`config.mk`:
```
export PLATFORM = sky130hd
export DESIGN_NAME = sonar_uc_flat
export DESIGN_NICKNAME = d
export VERILOG_FILES = /design/src/rtl/sonar_pkg.sv /design/src/rtl/sonar_uc_if.sv /design/src/rtl/sonar_watchdog.sv /design/src/rtl/sonar_uc.sv /design/src/flat_wrapper.sv
export SDC_FILE = /design/constraint.sdc
export NUM_CORES = 1
export LEC_CHECK = 0
export ABC_AREA = 1
export BUFFER_PORTS_ARGS = -buffer_cell sky130_fd_sc_hd__buf_4
export CAP_MARGIN = 10
export CORE_ASPECT_RATIO = 1.5
export CORE_MARGIN = 2
export CORE_UTILIZATION = 35
export CTS_CLUSTER_DIAMETER = 40
export DETAILED_ROUTE_END_ITERATION = 8
export GPL_ROUTABILITY_DRIVEN = 0
export HOLD_SLACK_MARGIN = 0.08
export RECOVER_POWER = 50
export SYNTH_ARGS = -nofsm -noshare
export SYNTH_HDL_FRONTEND = slang
export SYNTH_SLANG_ARGS = --single-unit
```
`constraint.sdc`:
```
create_clock -name clock -period 1.7 [get_ports clock]
set_input_delay 0.255 -clock clock [delete_from_list [all_inputs] [get_ports clock]]
set_output_delay 0.255 -clock clock [all_outputs]
set_load 0.05 [all_outputs]
```
`src/rtl/sonar_pkg.sv`:
```
// Shared definitions for the sonar control unit: state codes, frame length
// and a width helper for the timeout counters.
package sonar_pkg;

  typedef enum logic [3:0] {
    IDLE           = 4'd0,
    PREPARA        = 4'd1,
    ESPERA_2S      = 4'd2,
    MEDE           = 4'd3,
    AGUARDA_MEDIDA = 4'd4,
    TRANSMITE      = 4'd5,
    AGUARDA_SERIAL = 4'd6,
    PROX_CHAR      = 4'd7,
    PROX_POS       = 4'd8
  } state_e;

  localparam int SONAR_N_CHARS = 8;

  // $clog2 collapses to 0 for tiny limits; keep at least one counter bit
  function automatic int cnt_w(input int n);
    return (n < 2) ? 1 : $clog2(n);
  endfunction

endpackage

```
`src/rtl/sonar_uc_if.sv`:
```
// Control/status bundle between sonar_uc and the sonar_fd datapath.
interface sonar_uc_if;
  logic       ligar;
  logic       tick_2s;
  logic       sensor_pronto;
  logic       serial_pronto;
  logic       medicao;
  logic       transmissao;
  logic       limpa_tick_2s;
  logic       conta_tick_2s;
  logic [2:0] sel_posicao;
  logic [2:0] sel_rom;
  logic [2:0] sel_transmissao;
  logic       erro;
  logic       pronto;
  logic [3:0] db_estado;

  modport master (
    input  ligar, tick_2s, sensor_pronto, serial_pronto,
    output medicao, transmissao, limpa_tick_2s, conta_tick_2s,
           sel_posicao, sel_rom, sel_transmissao, erro, pronto, db_estado
  );

  modport slave (
    output ligar, tick_2s, sensor_pronto, serial_pronto,
    input  medicao, transmissao, limpa_tick_2s, conta_tick_2s,
           sel_posicao, sel_rom, sel_transmissao, erro, pronto, db_estado
  );
endinterface

```
`src/rtl/sonar_watchdog.sv`:
```
// Saturating clear/enable counter; tc is high once TIMEOUT-1 has been reached.
module sonar_watchdog
  import sonar_pkg::*;
#(
  parameter int TIMEOUT = 1_250_000
) (
  input  logic clock,
  input  logic reset,
  input  logic clear,
  input  logic enable,
  output logic tc
);
  localparam int W = cnt_w(TIMEOUT);
  localparam logic [W-1:0] LAST = W'(TIMEOUT - 1);

  logic [W-1:0] cnt;

  always_ff @(posedge clock) begin
    if (reset || clear)            cnt <= '0;
    else if (enable && cnt != LAST) cnt <= cnt + 1'b1;
  end

  assign tc = (cnt == LAST);
endmodule

```
`src/rtl/sonar_uc.sv`:
```
// Sonar sweep/measure/transmit controller (Moore FSM). Index registers are
// updated on entry to the state that owns them, so outputs decode directly.
module sonar_uc
  import sonar_pkg::*;
#(
  parameter int N_CHARS = SONAR_N_CHARS,
  parameter int N_POS   = 8,
  parameter int TIMEOUT = 1_250_000
) (
  input  logic      clock,
  input  logic      reset,
  sonar_uc_if.master bus
);
  localparam logic [3:0] S_IDLE      = 4'(IDLE);
  localparam logic [3:0] S_PREPARA   = 4'(PREPARA);
  localparam logic [3:0] S_ESPERA    = 4'(ESPERA_2S);
  localparam logic [3:0] S_MEDE      = 4'(MEDE);
  localparam logic [3:0] S_AG_MEDIDA = 4'(AGUARDA_MEDIDA);
  localparam logic [3:0] S_TRANSMITE = 4'(TRANSMITE);
  localparam logic [3:0] S_AG_SERIAL = 4'(AGUARDA_SERIAL);
  localparam logic [3:0] S_PROX_CHAR = 4'(PROX_CHAR);
  localparam logic [3:0] S_PROX_POS  = 4'(PROX_POS);

  localparam logic [2:0] LAST_CHAR = 3'(N_CHARS - 1);
  localparam logic [2:0] LAST_POS  = 3'(N_POS - 1);

  logic [3:0] state, nxt;
  logic [2:0] pos, pos_step, chr;
  logic       dir_up, erro_q, wd_tc;

  sonar_watchdog #(.TIMEOUT(TIMEOUT)) u_wd (
    .clock  (clock),
    .reset  (reset),
    .clear  (state == S_MEDE),
    .enable (state == S_AG_MEDIDA),
    .tc     (wd_tc)
  );

  always_comb begin
    nxt = state;
    if (state != S_IDLE && !bus.ligar) nxt = S_IDLE;
    else begin
      case (state)
        S_IDLE:      if (bus.ligar) nxt = S_PREPARA;
        S_PREPARA:   nxt = S_ESPERA;
        S_ESPERA:    if (bus.tick_2s) nxt = S_MEDE;
        S_MEDE:      nxt = S_AG_MEDIDA;
        // a simultaneous sensor_pronto beats the timeout
        S_AG_MEDIDA: if (bus.sensor_pronto) nxt = S_TRANSMITE;
                     else if (wd_tc)        nxt = S_PROX_POS;
        S_TRANSMITE: nxt = S_AG_SERIAL;
        S_AG_SERIAL: if (bus.serial_pronto) nxt = S_PROX_CHAR;
        S_PROX_CHAR: nxt = (chr == LAST_CHAR) ? S_PROX_POS : S_TRANSMITE;
        S_PROX_POS:  nxt = S_ESPERA;
        default:     nxt = S_IDLE;
      endcase
    end
  end

  assign pos_step = dir_up ? pos + 3'd1 : pos - 3'd1;

  always_ff @(posedge clock) begin
    if (reset) begin
      state  <= S_IDLE;
      pos    <= '0;
      dir_up <= 1'b1;
      chr    <= '0;
      erro_q <= 1'b0;
    end else begin
      state <= nxt;
      if (nxt == S_PREPARA) begin
        pos    <= '0;
        dir_up <= 1'b1;
        chr    <= '0;
      end
      if (nxt == S_MEDE) erro_q <= 1'b0;
      if (state == S_AG_MEDIDA && nxt == S_PROX_POS) erro_q <= 1'b1;
      if (state == S_PROX_CHAR && nxt == S_TRANSMITE) chr <= chr + 3'd1;
      // ping-pong sweep: direction turns at either end
      if (nxt == S_PROX_POS) begin
        chr <= '0;
        pos <= pos_step;
        if (pos_step == LAST_POS) dir_up <= 1'b0;
        else if (pos_step == 3'd0) dir_up <= 1'b1;
      end
    end
  end

  assign bus.medicao         = (state == S_MEDE);
  assign bus.transmissao     = (state == S_TRANSMITE);
  assign bus.limpa_tick_2s   = (state == S_PREPARA) || (state == S_PROX_POS);
  assign bus.conta_tick_2s   = (state == S_ESPERA);
  assign bus.sel_posicao     = pos;
  assign bus.sel_rom         = pos;
  assign bus.sel_transmissao = chr;
  assign bus.erro            = erro_q;
  assign bus.pronto          = (state == S_PROX_POS) && (pos == 3'd0);
  assign bus.db_estado       = state;
endmodule

```
`src/flat_wrapper.sv`:
```
// flat-port wrapper written by rule: the top's interface ports become plain ports
module sonar_uc_flat import sonar_pkg::*;
#(
  parameter int N_CHARS = SONAR_N_CHARS,
  parameter int N_POS   = 8,
  parameter int TIMEOUT = 1_250_000
)
  (clock, reset, bus_ligar, bus_tick_2s, bus_sensor_pronto, bus_serial_pronto, bus_medicao, bus_transmissao, bus_limpa_tick_2s, bus_conta_tick_2s, bus_sel_posicao, bus_sel_rom, bus_sel_transmissao, bus_erro, bus_pronto, bus_db_estado);
  sonar_uc_if bus_i ();
  input  logic clock;
  input  logic reset;
  input wire logic [$bits(bus_i.ligar)-1:0] bus_ligar;
  input wire logic [$bits(bus_i.tick_2s)-1:0] bus_tick_2s;
  input wire logic [$bits(bus_i.sensor_pronto)-1:0] bus_sensor_pronto;
  input wire logic [$bits(bus_i.serial_pronto)-1:0] bus_serial_pronto;
  output wire logic [$bits(bus_i.medicao)-1:0] bus_medicao;
  output wire logic [$bits(bus_i.transmissao)-1:0] bus_transmissao;
  output wire logic [$bits(bus_i.limpa_tick_2s)-1:0] bus_limpa_tick_2s;
  output wire logic [$bits(bus_i.conta_tick_2s)-1:0] bus_conta_tick_2s;
  output wire logic [$bits(bus_i.sel_posicao)-1:0] bus_sel_posicao;
  output wire logic [$bits(bus_i.sel_rom)-1:0] bus_sel_rom;
  output wire logic [$bits(bus_i.sel_transmissao)-1:0] bus_sel_transmissao;
  output wire logic [$bits(bus_i.erro)-1:0] bus_erro;
  output wire logic [$bits(bus_i.pronto)-1:0] bus_pronto;
  output wire logic [$bits(bus_i.db_estado)-1:0] bus_db_estado;
  assign bus_i.ligar = bus_ligar;
  assign bus_i.tick_2s = bus_tick_2s;
  assign bus_i.sensor_pronto = bus_sensor_pronto;
  assign bus_i.serial_pronto = bus_serial_pronto;
  assign bus_medicao = bus_i.medicao;
  assign bus_transmissao = bus_i.transmissao;
  assign bus_limpa_tick_2s = bus_i.limpa_tick_2s;
  assign bus_conta_tick_2s = bus_i.conta_tick_2s;
  assign bus_sel_posicao = bus_i.sel_posicao;
  assign bus_sel_rom = bus_i.sel_rom;
  assign bus_sel_transmissao = bus_i.sel_transmissao;
  assign bus_erro = bus_i.erro;
  assign bus_pronto = bus_i.pronto;
  assign bus_db_estado = bus_i.db_estado;
  sonar_uc #(.N_CHARS(N_CHARS), .N_POS(N_POS), .TIMEOUT(TIMEOUT)) u_core (.clock(clock), .reset(reset), .bus(bus_i));
endmodule
```
# Word-level counts from Yosys, hierarchy flattened
# Cells that the tools add are included.
# W data, S select, Z words.
[word_totals]
elab_cells = 61
regBits = 33
in_bits = 6
output_inout_bits = 19
[op_classes]
n_eq_ne = 16
add_sub_neg = 4
mux = 18
reduce_logical = 17
[ops]
columns = ["operator", "n"]
rows = [
  ["$pmux W4 S8", 1],
  ["$mux W4", 7],
  ["$add A21 B1 Y21 const B", 1],
  ["$eq A21 B21 Y1 const B", 1],
  ["$ne A21 B21 Y1 const B", 1],
  ["$eq A4 B3 Y1 const B", 5],
  ["$eq A4 B2 Y1 const B", 3],
  ["$mux W3", 4],
  ["$eq A4 B1 Y1 const B", 2],
  ["$eq A4 B4 Y1 const B", 2],
  ["$add A3 B1 Y3 const B", 2],
  ["$eq A3 B3 Y1 const B", 2],
  ["$logic_not A3 Y1", 2],
  ["$mux W1", 6],
  ["$reduce_bool A2 Y1", 3],
  ["$logic_and A1 B1 Y1", 5],
  ["$logic_not A4 Y1", 1],
  ["$reduce_bool A4 Y1", 1],
  ["$reduce_or A2 Y1", 2],
  ["$sub A3 B1 Y3 const B", 1],
  ["$logic_or A1 B1 Y1", 2],
  ["$logic_not A1 Y1", 1],
]

# Logic depth before layout (Yosys ltp)
# Gate-level depths: netlist of run 1.
[logic_depth]
ltp_word = 10
ltp_mapped = 12
depth_no_buf = 12

# Cells and area by module
# A second synthesis of run 1 with hierarchy kept.
[unflattened]
cells_unflattened = 324
hier_area_um2 = 2182.1
[modules_own_cells]
columns = ["module", "seq_area_each_um2", "cells_each", "area_each_um2", "instances"]
rows = [
  ["sonar_watchdog", 420.4, 209, 1360.1, 1],
  ["sonar_uc", 240.2, 115, 822.0, 1],
]

# Worst setup path before layout of run 1
# OpenSTA, ideal clock, no wires.
[synth_timing]
path_kind = "reg-to-output"
startpoint = "register u_core.state[0] (netlist: u_core.bus.db_estado[0])"
endpoint = "output bus_pronto"
path_stages_with_launch = 6
arrival_time_ns = 2.438
setup_slack_ns = -0.993
required_ns = 1.445
cell_sequence = "dfxtp_1 > nor2_4 > nand2_1 > nor2_1 > inv_1 > nor4_1"
[synth_between]
elab_chain_len = 2
[synth_lines]
columns = ["item", "line", "source"]
rows = [
  ["start, declared", "sonar_uc.sv:27", "logic [3:0] state, nxt;"],
  ["start signal, assigned", "sonar_uc.sv:70", "state <= nxt;"],
  ["$eq A4 B4 Y1", "sonar_uc.sv:97", "assign bus.pronto = (state == S_PROX_POS) && (pos == 3'd0);"],
  ["$logic_and A1 B1 Y1", "sonar_uc.sv:97", ""],
  ["end, declared", "flat_wrapper.sv:24", "output wire logic [$bits(bus_i.pronto)-1:0] bus_pronto;"],
]
# No other way between the ends.

# Final worst setup path of run 1
# Ends and elaborated chain as after synthesis.

==> results of run 1 <==
final cells by class:
cell class,count,share of cell area
clock buffer,5,0.0272
clock inverter,3,0.00692
multi-input combinational,231,0.506
timing repair buffer,35,0.0905
tap,72,0.0356
sequential,33,0.265
inverter,45,0.0687
cell families after synthesis:
kind of cell             share of synthesized area
adder cells (fa/ha/maj)                     0.0449
flip-flops                                   0.312
XOR/XNOR                                   0.00827
buffers and inverters                        0.106
AND/OR/NAND/NOR                              0.429
AO/OA/AOI/OAI                               0.0998
Yosys cell counts (3+ instances only):
cell type / count
ha_1: 6
nor2_2: 4
inv_2: 5
nor2_4: 3
nand2_2: 10
nand3_1: 36
o21ai_1: 3
nand3b_1: 3
nor2_1: 27
dfxtp_1: 33
buf_4: 4
nand4_1: 6
inv_1: 38
a21oi_1: 25
nor3_1: 8
nand2_1: 73
o21ai_0: 7
power breakdown:
part | switching (µW) | internal, µW
combinational | 259 | 110
clock | 321 | 283
sequential | 24.7 | 789
total | 604 | 1180
stage by stage:
step	instances	worst slack, ps	util	total power [µW]	hold WS [ps]
2_1_floorplan	316	-16.2	-	1090	317
3_3_place_gp	414	163	0.420	1200	472
3_5_place_dp	414	89.2	0.420	1200	477
4_1_cts	423	48.4	0.437	1810	169
5_1_grt	424	-16.5	0.434	1860	188
6_report	424	62.6	0.434	1790	186
flip-flops by register name, summed over array words and instances (netlist names):
| signal | cells |
|---|---|
| u_core.bus.sel_transmissao | 3 |
| u_core.u_wd.cnt | 21 |
| u_core.dir_up | 1 |
| u_core.bus.erro | 1 |
| u_core.bus.db_estado | 4 |
| u_core.bus.sel_posicao | 3 |
worst max-delay path: stages (launching register included):
cell,delay (ps)
dfxtp_2,370
nor2_4,100
nand2_1,80
nor2_2,120
inv_1,80
nor4_4,140
buf_6,190
per-layer routing:
metal  vias up  GRT usage  routed length, µm
met1       958      0.172               1970
li1       1085          -                  -
met5         -          0                  0
met2        41      0.356               3080
met4         0     0.0675                123
met3        11     0.0249                168
worst paths after layout:
kind | slack, ps | depth (start not counted) | startpoint | endpoint
max | 60 | 6 | u_core.bus.db_estado[0]$_SDFF_PP0_ | bus_pronto
min | 190 | 2 | reset | u_core.bus.sel_posicao[0]$_SDFFE_PP0P_
max reg2reg | 100 | 7 | u_core.bus.sel_posicao[0]$_SDFFE_PP0P_ | u_core.dir_up$_SDFF_PP1_
min reg2reg | 490 | 2 | u_core.u_wd.cnt[20]$_SDFFE_PP0P_ | u_core.u_wd.cnt[20]$_SDFFE_PP0P_
timing repair:
| action | in CTS | in global routing |
|---|---|---|
| hold buffers | 0 | 0 |
| endpoints found under the setup margin | 2 | 21 |
| cloned | 0 | 0 |
| buffers inserted | 1 | 1 |
| pin swaps | 1 | 2 |
| hold endpoints to repair | 0 | 0 |
| resized for setup | 2 | 6 |
==> metrics.txt, run 1 <==
post-route ant nets 0; worst vdd ir around 510 µV; fraction of layout cells with a size suffix above 1 0.250; multi-input gate area in the final layout 0.00128 mm²; Filler cells 617; global-route wire length before repair 9210 µm; setup violators final 0; total CTS buffers 5; DR pass1 iterations 4; ys flop type dfxtp_1; CP Launch Type register; worst path required time roughly 1400 ps; Tcrit/Tclk final 0.963; Final nets 364; Clock transition at path regs 70 ps; register area 671 µm²; outcome finished clean; Final Max Tran Viols 0; unrepaired setup endpoints after global routing yes; register area share after synthesis 0.312; number of port buffers 24; wire per inst 12.6 µm; HPWL Detailed roughly 4300 µm; Cells after Synth 316; number of max-cap violations 0; post-route setup TNS 0 ps; post-synth net total 329; Chip Width 67.5 µm; Final Critical Period about 1600 ps; asr flop ratio synth 0; Syn-to-layout area delta 19.4%; gr usage total 0.178; Post-route DRC 0; Synth area leaders dfxtp_1, nand2_1, nand3_1; Avg Inst Size Synth 6.71 µm²; vias in the first global route 2102; Vias between 2000 and 2500; Root Buffer clkbuf_8; Longest Clk Path Bufs 2; final hold viol count 0; H-tree levels 2; clock latency on the worst-skew pair 290 ps; skew final 4.03 ps; Die ar. 0.00671 mm²; area of placed instances 0.00245 mm²; Synth area leader dfxtp_1; Mapped Area about 0.0021 mm²; worst-path maximum fanout 6; CTS tree done; most frequent cells in the layout nand2_1, inv_1, nand3_1; Rows 34; post-synth top area share 0.312; final wirelength 5340 µm; largest net degree at the start of global routing 13; YS warnings 0; Via density 4.94; initial DRC count 105; CP Capture Type output port; CTS sink cnt 33; n_diodes 0; die span in y 99.3 µm; Post-synth EDFFs 0; worst min path class input port to register; worst slew pin tran 599 ps; Pleak 0.00109 µW; # IOs 25; Starting Density 0.364; synth unique cells 36; pwr dens 706 mW/mm²; post-route cell area between 0.002 and 0.003 mm²; crit path kind register to output port; commonest non-fill, non-tap cell in the layout nand2_1; critical path arrival 1380 ps; fmax 611 MHz; Remaining Overflow, GRT 0; number of synthesized register bits 33; core area 0.00583 mm²; initial antenna violation count 0; Worst slew margin 0.602
(Power assumes the default switching activity.)
==> inputs of run 2 (changes only) <==
ABC_AREA = default   (was 1)
GPL_TIMING_DRIVEN = 1   (was default)
==> run 2 against run 1 <==
The run now ends with setup timing left. Total power is 3.5% higher. Critical endpoint is now u_core.bus.sel_posicao[0]$_SDFFE_PP0P_. Register-to-register slack got worse by 540 ps. Final area increased by 18%. Global-route usage increased by 0.89 points. Cell count down 9.9%.
==> metrics.txt, run 2 <==
outcome finished with violations; failing checks setup timing; worst slew pin tran 599 ps (-0.122 ps); setup violators final 25 (+25); Cells after Synth 227 (-28%); Synth area leader dfxtp_1; vias in the first global route 2057 (-2.1%); Hold Path Depth 2 (unchanged); number of max-cap violations 0 (unchanged); Remaining Overflow, GRT 0 (unchanged); clock power share 0.410 (+0.072); Largest register FFs 21 (unchanged); Chip Width 64.1 µm (-5.1%); Pint 1390 µW (+18%); Vias 1984 (-5.3%); Clock transition at path regs 70 ps (about the same); Via density 5.19 (+5.1%); R2R cell count 5 (-2); Synth Area in Adders 0.0502 (+0.00533); worst-path maximum fanout 2 (-4); most frequent cells in the layout buf_4, nor2_1, dfxtp_1; fraction of layout cells with a size suffix above 1 0.439 (+0.189); P_sw 457 µW (-24%); core area 0.00516 mm² (-11%); mux cell area share after synthesis 0.0271 (+0.0271); gr usage total 0.187 (+0.00890); Compound-Gate Fraction of Synth Area 0.145 (+0.0449); post-synth net total 240 (-27%); Starting Density 0.367 (+0.00309); Final Critical Period 2140 ps (+505 ps); post-synth top area share 0.349 (+0.0371); Final Max Tran Viols 0 (unchanged); DR pass1 iterations 4 (unchanged); Pleak 0.00120 µW (+10%); Post-synth top cells dfxtp_1, nor2_1, nand2_1, nor3_1, nand3_1; synth unique cells 46 (+28%); YS warnings 0 (unchanged); Die ar. 0.00603 mm² (-10%); worst min path class input port to register; dpl cells 368 (-11%); Post-route DRC 0 (unchanged); Synth area leaders dfxtp_1, nor2_1, ha_1; unrepaired setup endpoints after global routing yes; final core occ 0.576 (+0.142); register area share after synthesis 0.349 (+0.0371); switching share of power 0.247 (-0.0910); Root Buffer clkbuf_8; final hold viol count 0 (unchanged); pwr dens 621 mW/mm² (-12%); fmax 467 MHz (-24%); Reg power frac 0.425 (-0.031); CTS sink cnt 33 (unchanged); Tcrit/Tclk final 1.26 (+0.297); Avg Inst Size Synth 8.35 µm² (+24%); most common cell in the synthesized netlist dfxtp_1; worst setup margin -443 ps (-505 ps); worst vdd ir 554 µV (+8.5%); total CTS buffers 5 (unchanged); critical path arrival 2310 ps (+930 ps); crit path kind register to register; post-route ant nets 0 (unchanged); number of synthesized register bits 33 (unchanged); skew final 5.95 ps (+1.93 ps); Most flops, register u_core.u_wd.cnt; die span in y 94.1 µm (-5.2%); CP Capture Type register; Longest Clk Path Bufs 2 (unchanged); CTS tree done; H-tree levels 2 (unchanged); Syn-to-layout area delta 57.0%; n_diodes 0 (unchanged); Worst slew margin 0.602 (about the same); Mapped Area 0.00189 mm² (-11%); asr flop ratio synth 0 (unchanged); global-route wire length before repair 8930 µm (-3.1%); Rows 32 (-5.9%); wire per inst 14.1 µm (+12%); hold slack final 241 ps (+54.5 ps); Post-synth EDFFs 0 (unchanged); # IOs 25 (unchanged); commonest non-fill, non-tap cell in the layout buf_4; simple-gate share of the synthesized area 0.324 (-0.106); fin cells 382 (-9.9%); Power Total 1850 µW (+3.5%); Logic pwr share 0.166 (-0.040); ys flop type dfxtp_1; number of port buffers 24 (unchanged); xor/xnor share of the synthesized area 0.0601 (+0.0518); largest family of logic cells by synthesized area simple AND/OR/NAND/NOR gates; final wirelength 5370 µm (+0.56%); worst path required time 1870 ps (+430 ps); clock latency on the worst-skew pair 280 ps (about the same); CP Launch Type register; Filler cells 475 (-23%); initial DRC count 97 (-7.6%); initial antenna violation count 0 (unchanged); HPWL Detailed 3900 µm (-9.1%); Final nets 326 (-10%); largest net degree at the start of global routing 14 (+1)
-- run 2: cell types whose count changed in the layout (fill, tap and decap cells not counted), moves of 9 or more --
cell	before	now
nand2_1	74	17
buf_4	22	69
inv_1	38	6
nand3_1	36	6
a21oi_1	25	6
buf_6	1	10
-- run 2: timing repair --
item	CTS	global route
hold endpoints to repair	0	0
pin swaps	10	18
setup endpoints to repair	34	33
cloned	1	0
hold buffers	0	0
buffers inserted	6	1
gates resized for setup	34	22
-- run 2: layout make-up --
cell class                 count  area (µm²)  share of cell area
multi-input combinational    175        1360               0.458
timing repair buffer          92         708               0.238
sequential                    33         681               0.229
clock buffer                   7        86.3              0.0290
tap                           68        85.1              0.0286
clock inverter                 1        30.0              0.0101
inverter                       6        22.5             0.00757
-- run 2: critical path: stages, from the launching register on --
cell and delay [ps]:
dfxtp_4 340, or4b_4 540, or4b_4 540, o21ai_4 160, and2_4 170, mux2_4 290
-- run 2: cells by family after synthesis --
logic type | count (synthesis)
AND/OR/NAND/NOR | 111
flip-flops | 33
multiplexers | 5
AO/OA/AOI/OAI | 39
buffers and inverters | 19
XOR/XNOR | 13
adder cells (fa/ha/maj) | 7
-- run 2: final timing paths --
kind	from	end	slack, ps
worst min register to register	u_core.bus.erro$_SDFFE_PP0P_	u_core.bus.erro$_SDFFE_PP0P_	510
worst max register to register	u_core.bus.db_estado[0]$_SDFF_PP0_	u_core.bus.sel_posicao[0]$_SDFFE_PP0P_	-440
worst max-delay path	u_core.bus.db_estado[0]$_SDFF_PP0_	u_core.bus.sel_posicao[0]$_SDFFE_PP0P_	-440
worst min-delay path	reset	u_core.bus.sel_transmissao[0]$_SDFFE_PP0P_	240
-- run 2: power groups by stage --
stage / Clock, µW / Combinational (µW) / Sequential, µW
6_report: 757 / 306 / 785
5_1_grt: 807 / 330 / 785
4_1_cts: 779 / 296 / 784
3_5_place_dp: 0 / 279 / 802
3_3_place_gp: 0 / 276 / 801
2_1_floorplan: 0 / 145 / 829
-- run 2: metrics by stage --
stage               TNS, ps  instance area, µm²  setup slack, ps
floorplan             -8590                1960             -629
global placement      -4180                2600             -400
detailed placement    -4890                2600             -409
CTS                   -4920                2930             -419
global route          -6680                2970             -486
finish                -4530                2970             -443
-- run 2: per-layer routing --
metal,up-vias,wire [µm],GRT usage
li1,1001,-,-
met1,935,2070,0.198
met2,40,3060,0.366
met3,8,164,0.0264
met4,0,78,0.0634
met5,-,0,0
